==> src/rtl/inst_encoder_loader.sv <==
// rtl/inst_encoder_loader.sv - encodes symbolic commands into MIPS words and streams them into instruction memory
module inst_encoder_loader #(
    parameter int          ADDR_W   = 8,
    parameter int unsigned PAD_NOPS = 4
) (
    input  logic              clk,
    input  logic              rst,
    input  logic              start,
    input  logic              finish,
    input  logic              cmd_valid,
    output logic              cmd_ready,
    input  logic [3:0]        cmd_op,
    input  logic [4:0]        cmd_rs,
    input  logic [4:0]        cmd_rt,
    input  logic [4:0]        cmd_rd,
    input  logic [15:0]       cmd_imm,
    input  logic [25:0]       cmd_target,
    output logic              imem_we,
    output logic [ADDR_W-1:0] imem_addr,
    output logic [31:0]       imem_wdata,
    output logic              busy,
    output logic              done,
    output logic              err,
    output logic [ADDR_W:0]   word_count
);

    localparam logic [1:0] S_IDLE = 2'd0;
    localparam logic [1:0] S_LOAD = 2'd1;
    localparam logic [1:0] S_PAD  = 2'd2;
    localparam logic [1:0] S_DONE = 2'd3;

    logic [1:0]        state_q, state_d;
    logic [ADDR_W:0]   ptr_q, ptr_d;
    logic [31:0]       pad_cnt_q, pad_cnt_d;
    logic              err_q, err_d;
    logic              we_q, we_d;
    logic [ADDR_W-1:0] addr_q, addr_d;
    logic [31:0]       wdata_q, wdata_d;

    logic [31:0] enc_word;
    logic        enc_valid;
    logic        full;
    logic        accept;

    // Pointer never exceeds DEPTH, so its top bit alone marks a full memory.
    assign full   = ptr_q[ADDR_W];
    assign accept = cmd_valid & cmd_ready;

    always_comb begin
        enc_word  = 32'h0;
        enc_valid = 1'b1;
        case (cmd_op)
            4'd0:    enc_word = 32'h0;
            4'd1:    enc_word = {6'b000000, cmd_rs, cmd_rt, cmd_rd, 5'b0, 6'b100000};
            4'd2:    enc_word = {6'b000000, cmd_rs, cmd_rt, cmd_rd, 5'b0, 6'b100010};
            4'd3:    enc_word = {6'b000000, cmd_rs, cmd_rt, cmd_rd, 5'b0, 6'b100100};
            4'd4:    enc_word = {6'b000000, cmd_rs, cmd_rt, cmd_rd, 5'b0, 6'b100101};
            4'd5:    enc_word = {6'b000000, cmd_rs, cmd_rt, cmd_rd, 5'b0, 6'b101010};
            4'd6:    enc_word = {6'b100011, cmd_rs, cmd_rt, cmd_imm};
            4'd7:    enc_word = {6'b101011, cmd_rs, cmd_rt, cmd_imm};
            4'd8:    enc_word = {6'b000010, cmd_target};
            4'd9:    enc_word = {6'b000100, cmd_rs, cmd_rt, cmd_imm};
            4'd10:   enc_word = {6'b000101, cmd_rs, cmd_rt, cmd_imm};
            default: enc_valid = 1'b0;
        endcase
    end

    always_comb begin
        state_d   = state_q;
        ptr_d     = ptr_q;
        pad_cnt_d = pad_cnt_q;
        err_d     = err_q;
        we_d      = 1'b0;
        addr_d    = addr_q;
        wdata_d   = wdata_q;
        case (state_q)
            S_IDLE, S_DONE: begin
                if (start) begin
                    state_d   = S_LOAD;
                    ptr_d     = '0;
                    pad_cnt_d = '0;
                    err_d     = 1'b0;
                end
            end
            S_LOAD: begin
                if (accept) begin
                    if (enc_valid) begin
                        we_d    = 1'b1;
                        addr_d  = ptr_q[ADDR_W-1:0];
                        wdata_d = enc_word;
                        ptr_d   = ptr_q + 1'b1;
                    end else begin
                        err_d = 1'b1;
                    end
                end
                if (finish) begin
                    state_d = S_PAD;
                end
            end
            S_PAD: begin
                if (full) begin
                    state_d = S_DONE;
                    err_d   = 1'b1;
                end else if (pad_cnt_q >= PAD_NOPS) begin
                    state_d = S_DONE;
                end else begin
                    we_d      = 1'b1;
                    addr_d    = ptr_q[ADDR_W-1:0];
                    wdata_d   = 32'h0;
                    ptr_d     = ptr_q + 1'b1;
                    pad_cnt_d = pad_cnt_q + 32'd1;
                    // Leave on the last pad write so done rises without an idle cycle.
                    if (pad_cnt_q + 32'd1 >= PAD_NOPS) begin
                        state_d = S_DONE;
                    end
                end
            end
            default: state_d = S_IDLE;
        endcase
    end

    always_ff @(posedge clk) begin
        if (rst) begin
            state_q   <= S_IDLE;
            ptr_q     <= '0;
            pad_cnt_q <= '0;
            err_q     <= 1'b0;
            we_q      <= 1'b0;
            addr_q    <= '0;
            wdata_q   <= '0;
        end else begin
            state_q   <= state_d;
            ptr_q     <= ptr_d;
            pad_cnt_q <= pad_cnt_d;
            err_q     <= err_d;
            we_q      <= we_d;
            addr_q    <= addr_d;
            wdata_q   <= wdata_d;
        end
    end

    assign cmd_ready  = (state_q == S_LOAD) & ~full;
    assign busy       = (state_q == S_LOAD) | (state_q == S_PAD);
    assign done       = (state_q == S_DONE);
    assign err        = err_q;
    assign word_count = ptr_q;
    assign imem_we    = we_q;
    assign imem_addr  = addr_q;
    assign imem_wdata = wdata_q;

endmodule

==> config.mk <==
export PLATFORM = sky130hd
export DESIGN_NAME = inst_encoder_loader
export DESIGN_NICKNAME = d
export VERILOG_FILES = /design/src/rtl/inst_encoder_loader.sv
export SDC_FILE = /design/constraint.sdc
export NUM_CORES = 1
export LEC_CHECK = 0
export CORE_ASPECT_RATIO = 1.2
export CORE_MARGIN = 2
export CORE_UTILIZATION = 29
export CTS_CLUSTER_SIZE = 30
export DETAILED_ROUTE_END_ITERATION = 8
export GPL_TIMING_DRIVEN = 1
export PLACE_DENSITY = 0.55
export SLEW_MARGIN = 0
export SYNTH_ARGS = -nofsm -noshare
export SYNTH_HDL_FRONTEND = slang
export SYNTH_SLANG_ARGS = --single-unit
==> constraint.sdc <==
create_clock -name clk -period 4.23 [get_ports clk]
set_clock_uncertainty 0.15 [all_clocks]
set_input_delay 0.846 -clock clk [delete_from_list [all_inputs] [get_ports clk]]
set_output_delay 0.846 -clock clk [all_outputs]
set_load 0.005 [all_outputs]
==> reports/qor.yml <==
reg2regPathDepth: 6
grt_pass1_vias: 3451
critPathMaxStageDelay_ps: 670
synth_top_family_by_area: "compound AO/OA/AOI/OAI gates"
wl_per_cell_microns: 16.5
die_h_microns: 130
finalNetCount: 582
ctsResizeCount: 0
rsz0062_at_grt: "false"
cts_max_level: 3
cap_violations: 0
relSlewSlack_pct: 32.4
antenna_found_initial: 0
place.gp.congestion: 0.844
r2r_start: "state_q[0]"
mappedNetlistArea_sq_um: 3840
cp_data_arrival_time_ps: 3140
port_buffers: 118
worstPathCellList: "clkdlybuf4s50_1 > and2_1 > a221o_1 > nor4_4 > o21ai_1 > o32ai_1"
synth_edf_count: 0
min_from: "pad_cnt_q[7]"
crit_path_top_delay_cell: "clkdlybuf4s50_1"
synthAdderAreaFrac_pct: 2.28
final_hold_viol_count: 0
clk_latency_ps: 340
cts_tree: "done"
synthCells: 402
fp.dieW_microns: 109
start_util_pct: 29.4
swShare_pct: 32.5
cts_hold_buffers: 0
clockBufferDepth: 2
avgSynthCellArea_sq_um: 9.56
worstSetupStartpointType: "input pin"
grt_first_pass_wirelength_mm: 17.5
synth_common_cells: "84 x dfxtp_1, 21 x a22oi_1, 21 x o2bb2ai_1, 20 x o21ai_0"
final-setup-viol-count: 0
grt-ovfl-total: 0
yosysWarnings: 0
yosys.area.top_type: "dfxtp_1"
area_growth_pct: 41.2
pwr-share-seq_pct: 35.8
die_area_sq_um: 14200
num_antenna_cells: 0
ys_types: 60
viasPerCell: 5.09
cts-root-buf: "clkbuf_16"
path_buf_inv: 1
async_flop_share_pct: 0
cts_setup_buffers: 0
finalCriticalPeriod_ps: 3040
numCtsBuffers: 9
fmax_mhz: 329
synth-compound-area-share_pct: 27.6
peakVddDrop_mv: 0.231
cts.sinks: 84
min_period_over_period_pct: 71.9
dr.pass1.iters: 6
num_rows: 46
worst_pin_slew_ps: 1010
coreArea_sq_um: 13100
hp-class: "flop to flop"
synthMuxAreaShare_pct: 1.47
ys_seq_elements: 84
crit_cells: 6
status: "finished clean"
p_leak_uw: 0.00194
grt_use_total_pct: 15.7
drive_above_1_share_pct: 12.6
synthSimpleGateAreaFrac_pct: 19.1
p_switching_uw: 818
wirelength_mm: 11.2
powerDensity_nw_per_um2: 464
drt_iter0_markers: 229
ant_nets: 0
power_frac_clock_pct: 32.4
synth_top_area_share_pct: 43.8
path_class: "input pin to flop"
synthFlopType: "dfxtp_1"
ioPinCount: 120
dp_hpwl_mm: 8.24
vias: 3472
p_int_uw: 1700
yosysMostFrequentCell: "dfxtp_1"
synth-seq-area-share_pct: 43.8
crit_family: "compound AO/OA/AOI/OAI gates"
drc: 0
path_max_fanout: 16
synth_area_leaders: "dfxtp_1 44%, o2bb2ai_1 4.8%, a22oi_1 4.1%"
synth_xor_area_share_pct: 0.228
slew_viol_final: 0
grt_max_degree: 30
design_power_total_uw: 2520
hold_path_depth: 1
endpoint_kind: "flop"
setup-tns-final_ps: 0
fillers: 1297
cts.reportedPaths.clkPinSlew_ps: 60
cp-startpoint: "cmd_op[3]"
required_ps: 4330
combPwrFrac_pct: 31.8
synthesis.nets: 475
## worst reg2reg max path, cell delays in order, from the launching register on
cell and delay [ps]:
dfxtp_1 390, inv_1 80, ha_1 440, or2_2 320
a221o_1 310, nor3_1 780, a32o_1 290
## power groups by stage
stage          registers [uW]  clock network [uW]  logic [uW]
3_3_place_gp              918                   0         798
2_1_floorplan             916                   0         495
6_report                  901                 816         801
5_1_grt                   908                 877         887
3_5_place_dp              918                   0         811
4_1_cts                   901                 837         813
## cells in the final DEF, fill, tap and decap left out, types with 10 or more instances in the layout
cell,count
a21oi_1,16
a22oi_1,21
inv_1,12
nand2_1,17
clkdlybuf4s50_1,118
and2_1,12
nand3_1,12
nor3_1,13
nor2_1,17
o21ai_0,20
o2bb2ai_1,21
dfxtp_1,84
and2_2,10
## flip-flops by register name, indices dropped and copies added, names as in the netlist
| register | flops |
|---|---|
| pad_cnt_q | 32 |
| err | 1 |
| imem_we | 1 |
| imem_addr | 8 |
| state_q | 2 |
| word_count | 9 |
| imem_wdata | 31 |
## per-layer routing
metal | track usage, % | routed length, microns
met1 | 18.9 | 4830
met2 | 26.7 | 5310
met3 | 4.60 | 924
met4 | 5.35 | 177
met5 | 0 | 0
## stage by stage
stage | area [sq um] | setup slack (ps) | util (%) | instances | hold slack (ps)
floorplan | 3840 | 1710 | - | 402 | 280
global placement | 5110 | 836 | 39.1 | 666 | 293
detailed placement | 5110 | 820 | 39.1 | 666 | 296
CTS | 5420 | 1170 | 41.5 | 682 | 316
global route | 5420 | 872 | 41.5 | 682 | 332
finish | 5420 | 1190 | 41.5 | 682 | 314
## cell families after synthesis
kind of cell / Yosys count
AND/OR/NAND/NOR: 125
multiplexers: 5
buffers and inverters: 40
adder cells (fa/ha/maj): 7
other: 1
AO/OA/AOI/OAI: 139
flip-flops: 84
XOR/XNOR: 1
## layout make-up
cell class	count	area [sq um]	area share, %
Timing Repair Buffer	123	1220	22.5
Clock inverter	6	71.3	1.31
Clock buffer	10	239	4.41
Sequential cell	84	1680	31.0
Tap cell	168	210	3.88
Multi-Input combinational cell	278	1950	36.0
Inverter	13	48.8	0.900
## path summary, 6_finish.rpt
kind | end | slack, ps
min reg2reg | pad_cnt_q[7] | 310
min | pad_cnt_q[7] | 310
max | word_count[3] | 1190
max reg2reg | imem_wdata[26] | 1430
No activity file was read; power rests on OpenSTA's default activity.
